==> config.mk <==
export PLATFORM = sky130hd
export DESIGN_NAME = seq_pattern_gen
export DESIGN_NICKNAME = d
export VERILOG_FILES = /design/src/rtl/seq_gen_pkg.sv /design/src/rtl/seq_shift_reg.sv /design/src/rtl/seq_pattern_gen.sv
export SDC_FILE = /design/constraint.sdc
export NUM_CORES = 1
export LEC_CHECK = 0
export ABC_AREA = 1
export CAP_MARGIN = 20
export CORE_AREA = 5 5 126 68
export CTS_CLUSTER_SIZE = 24
export DETAILED_ROUTE_END_ITERATION = 10
export DIE_AREA = 0 0 131 73
export SKIP_CTS_REPAIR_TIMING = 1
export SYNTH_ARGS = -nofsm -noshare
export SYNTH_HDL_FRONTEND = slang
export SYNTH_HIERARCHICAL = 1
export SYNTH_SLANG_ARGS = --single-unit
export TNS_END_PERCENT = 50
==> constraint.sdc <==
create_clock -name clock -period 2.2 [get_ports clock]
set_input_delay 0.33 -clock clock [delete_from_list [all_inputs] [get_ports clock]]
set_output_delay 0.33 -clock clock [all_outputs]
set_load 0.01 [all_outputs]
==> src/rtl/seq_gen_pkg.sv <==
// Shared types and helpers for the serial pattern transmitter.
package seq_gen_pkg;

  typedef enum logic [1:0] {
    ST_IDLE = 2'd0,
    ST_SEND = 2'd1,
    ST_GAP  = 2'd2
  } state_e;

  // Level driven on the serial line whenever no pattern bit is being sent.
  localparam logic IDLE_LVL = 1'b1;

  // Limit a requested pattern length to the register width.
  function automatic logic [31:0] clamp_len(input logic [31:0] len,
                                            input logic [31:0] max_len);
    return (len > max_len) ? max_len : len;
  endfunction

endpackage

==> src/rtl/seq_shift_reg.sv <==
// Left-aligned load/shift register. Load wins over shift. The MSB exposed is
// the value the register will hold after the current edge, so the parent can
// register its serial output in the same cycle as the register update.
module seq_shift_reg #(
  parameter int WIDTH = 8
) (
  input  logic             clock,
  input  logic             reset,
  input  logic             load,
  input  logic [WIDTH-1:0] load_data,
  input  logic             shift,
  output logic             msb_next_o
);

  logic [WIDTH-1:0] sh_q, sh_d;

  // Next contents: load, shift left by one, or hold.
  always_comb begin
    sh_d = sh_q;
    if (load)       sh_d = load_data;
    else if (shift) sh_d = {sh_q[WIDTH-2:0], 1'b0};
  end

  assign msb_next_o = sh_d[WIDTH-1];

  // Register with synchronous clear.
  always_ff @(posedge clock) begin
    if (reset) sh_q <= '0;
    else       sh_q <= sh_d;
  end

endmodule

==> src/rtl/seq_pattern_gen.sv <==
// Serial pattern transmitter: sends pat_data MSB-first, one bit per bit_en
// strobe, repeated rep_cnt times with GAP idle-high bits between frames.
//
// Handshake: start is a request sampled only while busy=0 (state IDLE); it is
// accepted in that cycle, including the cycle done is high. While busy=1,
// start and the pattern inputs are ignored and the captured copy is used.
module seq_pattern_gen
  import seq_gen_pkg::*;
#(
  parameter int WIDTH = 8,
  parameter int CNT_W = 4,
  parameter int GAP   = 2,
  parameter int LEN_W = $clog2(WIDTH + 1)
) (
  input  logic             clock,
  input  logic             reset,
  input  logic             start,
  input  logic             bit_en,
  input  logic [WIDTH-1:0] pat_data,
  input  logic [LEN_W-1:0] pat_len,
  input  logic [CNT_W-1:0] rep_cnt,
  output logic             x_out,
  output logic             busy,
  output logic             done,
  output logic             frame_start,
  output state_e           state_dbg
);

  localparam int GAP_CW   = (GAP > 1) ? $clog2(GAP) : 1;
  localparam int GAP_LAST = (GAP > 0) ? GAP - 1 : 0;

  state_e           state_q, state_d;
  logic [LEN_W-1:0] len_q, len_d;
  logic [WIDTH-1:0] pat_q, pat_d;
  logic [CNT_W-1:0] frames_q, frames_d;
  logic [LEN_W-1:0] bit_cnt_q, bit_cnt_d;
  logic [GAP_CW-1:0] gap_cnt_q, gap_cnt_d;
  logic             done_q, done_d;
  logic             fs_q, fs_d;
  logic             x_out_q, x_out_d;

  logic             sh_load, sh_shift, sh_msb_next;
  logic [WIDTH-1:0] sh_data;
  logic [LEN_W-1:0] len_c;
  logic [WIDTH-1:0] aligned_c;

  assign len_c     = LEN_W'(clamp_len(32'(pat_len), 32'(WIDTH)));
  assign aligned_c = pat_data << (WIDTH - int'(len_c));

  seq_shift_reg #(.WIDTH(WIDTH)) u_shift (
    .clock      (clock),
    .reset      (reset),
    .load       (sh_load),
    .load_data  (sh_data),
    .shift      (sh_shift),
    .msb_next_o (sh_msb_next)
  );

  // Next-state, counters, shadow capture and shift-register control.
  always_comb begin
    state_d   = state_q;
    len_d     = len_q;
    pat_d     = pat_q;
    frames_d  = frames_q;
    bit_cnt_d = bit_cnt_q;
    gap_cnt_d = gap_cnt_q;
    done_d    = 1'b0;
    fs_d      = 1'b0;
    sh_load   = 1'b0;
    sh_shift  = 1'b0;
    sh_data   = pat_q;
    case (state_q)
      ST_IDLE: begin
        if (start) begin
          if (len_c == '0) begin
            done_d = 1'b1;
          end else begin
            len_d     = len_c;
            pat_d     = aligned_c;
            frames_d  = (rep_cnt == '0) ? CNT_W'(1) : rep_cnt;
            bit_cnt_d = '0;
            gap_cnt_d = '0;
            sh_load   = 1'b1;
            sh_data   = aligned_c;
            fs_d      = 1'b1;
            state_d   = ST_SEND;
          end
        end
      end
      ST_SEND: begin
        if (bit_en) begin
          sh_shift  = 1'b1;
          bit_cnt_d = bit_cnt_q + LEN_W'(1);
          if (bit_cnt_q == len_q - LEN_W'(1)) begin
            bit_cnt_d = '0;
            if (frames_q > CNT_W'(1)) begin
              if (GAP == 0) begin
                sh_load  = 1'b1;
                frames_d = frames_q - CNT_W'(1);
                fs_d     = 1'b1;
              end else begin
                gap_cnt_d = '0;
                state_d   = ST_GAP;
              end
            end else begin
              done_d  = 1'b1;
              state_d = ST_IDLE;
            end
          end
        end
      end
      ST_GAP: begin
        if (bit_en) begin
          if (gap_cnt_q == GAP_CW'(GAP_LAST)) begin
            gap_cnt_d = '0;
            sh_load   = 1'b1;
            frames_d  = frames_q - CNT_W'(1);
            fs_d      = 1'b1;
            state_d   = ST_SEND;
          end else begin
            gap_cnt_d = gap_cnt_q + GAP_CW'(1);
          end
        end
      end
      default: state_d = ST_IDLE;
    endcase
    x_out_d = (state_d == ST_SEND) ? sh_msb_next : IDLE_LVL;
  end

  // State and datapath registers with synchronous reset.
  always_ff @(posedge clock) begin
    if (reset) begin
      state_q   <= ST_IDLE;
      len_q     <= '0;
      pat_q     <= '0;
      frames_q  <= '0;
      bit_cnt_q <= '0;
      gap_cnt_q <= '0;
      done_q    <= 1'b0;
      fs_q      <= 1'b0;
      x_out_q   <= IDLE_LVL;
    end else begin
      state_q   <= state_d;
      len_q     <= len_d;
      pat_q     <= pat_d;
      frames_q  <= frames_d;
      bit_cnt_q <= bit_cnt_d;
      gap_cnt_q <= gap_cnt_d;
      done_q    <= done_d;
      fs_q      <= fs_d;
      x_out_q   <= x_out_d;
    end
  end

  assign x_out       = x_out_q;
  assign busy        = (state_q != ST_IDLE);
  assign done        = done_q;
  assign frame_start = fs_q;
  assign state_dbg   = state_q;

endmodule

==> run metrics <==
status finished clean; Setup Skew 4.09 ps; layout cell share with drive strength beyond 1 0.248; Tcrit/Tclk final 0.914; Worst-Margin Slew 313 ps; Worst VDD drop 398 uV; GR Overflow Total 0; TritonCTS clock tree yes; Routed WL 5490 um; fin cells 491; gate count of the mapped netlist 319; Avg Inst Size Synth 6.75 um2; CTS Buf Count 5; diode count 0; RD Place Congestion 0.872; critical path type input port to flop; Required @ worst endpoint 2360 ps; clock transition at the registers of the reported paths 50 ps; DR DRC count 0; Worst Hold Class flop to flop; Syn Std Cell Area 0.00215 mm2; largest net degree at the start of global routing 12; number of synthesized flops with an enable pin 0; Critical Path Fanout Max 6; die area 0.00956 mm2; vias in the first global route 2016; leak pwr 1.46 nW; Setup TNS Final 0 ps; DIE HEIGHT 73 um; hold wc startpoint u_shift/sh_q[2]; Synth Flop Type dfxtp_1; Tmin final 2010 ps; Hold Path End u_shift/sh_q[2]; DIE WIDTH 131 um; relative slew slack 0.789; Post-Route Utilization 0.410; crit start category input port; # setup viols final 0; worst-case reg-to-reg path depth 10; count leader, synth nand2_1; WHS 467 ps; Root Buffer Master clkbuf_16; max_cap viols 0; R2R setup slack 550 ps; vias per cell 4.43; worst path arrival time 2170 ps; Max Buffers Root-to-Sink 2; io pins 26; Yosys top cell area share 0.316; RSZ-0062 raised after global routing false; Starting Density 0.286; Final ANT Viol Nets 0; DP Cell Count 483; top cell type by total area after synthesis dfxtp_1; vias 2176; initial DRC count 143; Final #Nets 415; WL per Instance 11.2 um; top cells by area, synth dfxtp_1 (32%), nand2_1 (14%), nand3_1 (9.5%); Layout area overhead 43.4%; FF-to-FF End bit_cnt_q[2]; first drt pass iteration count 4; H-tree lvl count 2; Tot GR Track Use 0.124; final hold viol count 0; site row count 23; hold-critical path depth 2; sequential area share after synthesis 0.316; clk sinks 34; ys async rst share 0; PD cells 654 mW/mm2; PortBufs 25; core area 0.00754 mm2; worst reg2reg startpoint len_q[0]; synthesis-stage register bit count 34; DPL Wire Length 4450 um; initial antenna violation count 0; Post-synth top cells nand2_1 (81), nand3_1 (41), inv_1 (39); count of cell types in the netlist 37; global-route wire length before repair 9370 um; max-slew violation total from the final report 0; net count after synthesis 344; Final Power 0.00202 W; Critical Path Sink Type flop; max frequency 497 MHz; FILL cells 799; clk_lat worst skew 280 ps; Synth Warn # 6
==> area by class of cell <==
type                    count  area, um2  area share
flip-flops and latches     34        681       0.220
well taps                 100        125      0.0405
multi-input cells         234       1320       0.427
clock buffers               5        125      0.0405
clock inverters             3       40.0      0.0130
repair buffers             71        631       0.204
inverters                  44        168      0.0543
==> power breakdown <==
group          leakage [nW]  total (W)  switching [W]  internal, W
logic                  1.10   0.000547       0.000287     0.000260
clock network        0.0836   0.000786       0.000257     0.000529
registers             0.278   0.000685      0.0000257     0.000659
total                  1.46    0.00202       0.000570      0.00145
==> sequential cells by signal, indices dropped and copies added, names as in the netlist <==
signal and cells:
u_shift/sh_q 8, gap_cnt_q 1, state_dbg 2, x_out 1, frame_start 1, done 1, frames_q 4, pat_q 8
bit_cnt_q 4, len_q 4
==> how the worst max path moves through the flow <==
stage          cells after the start  slack (ps)  startpoint              end
4_1_cts                           18        -200  pat_len[0]            x_out
3_5_place_dp                      18        -490  pat_len[0]  u_shift/sh_q[2]
2_1_floorplan                     20         -70  pat_len[0]            x_out
3_3_place_gp                      20        -440  pat_len[0]            x_out
5_1_grt                           20           6  pat_len[1]            x_out
6_report                          16         190  pat_len[1]            x_out
==> kinds of logic after synthesis <==
logic type	share of synthesized area
AOI/OAI and AO/OA	0.113
and+or+nand+nor	0.388
muxes	0.00465
DFF	0.316
buffers and inverters	0.113
xor gates and xnor gates	0.0360
adders and majority gates	0.0291
==> critical path: stages <==
cell	delay [ps]
dlymetal6s2s_1	180
nor2_4	130
nand2_2	70
nand2_4	100
nand2_4	70
ha_4	180
buf_4	130
nand3_2	70
and2_4	160
buf_12	110
nand2_4	60
nand2_4	100
buf_4	150
inv_2	60
a21oi_1	210
nand2_1	70
==> metrics by stage <==
stage	instance area, um2	setup slack, ps
after floorplan	2200	-68.6
after global placement	2870	-443
after detailed placement	2870	-486
after CTS	3030	-203
after global routing	3090	5.54
final	3090	189
==> placed cells by master, fill, tap and decap left out, drive strengths merged, types with 2 or more instances in the layout <==
cell / instances
nor2: 36
nor3: 2
dlymetal6s2s: 4
a21oi: 24
clkinv: 3
nand2: 91
nand3: 43
clkbuf: 5
nand4: 2
clkdlybuf4s50: 21
o21ai: 14
xor2: 4
dfxtp: 34
inv: 43
ha: 5
buf: 46
xnor2: 4
==> per-layer routing <==
metal | global-route usage | routed length [um] | vias up
met3 | 0.0402 | 386 | 2
met4 | 0.0239 | 16 | 0
met5 | 0 | 0 | -
li1 | - | - | 1159
met1 | 0.191 | 2950 | 969
met2 | 0.163 | 2130 | 46
(Power assumes the default switching activity.)
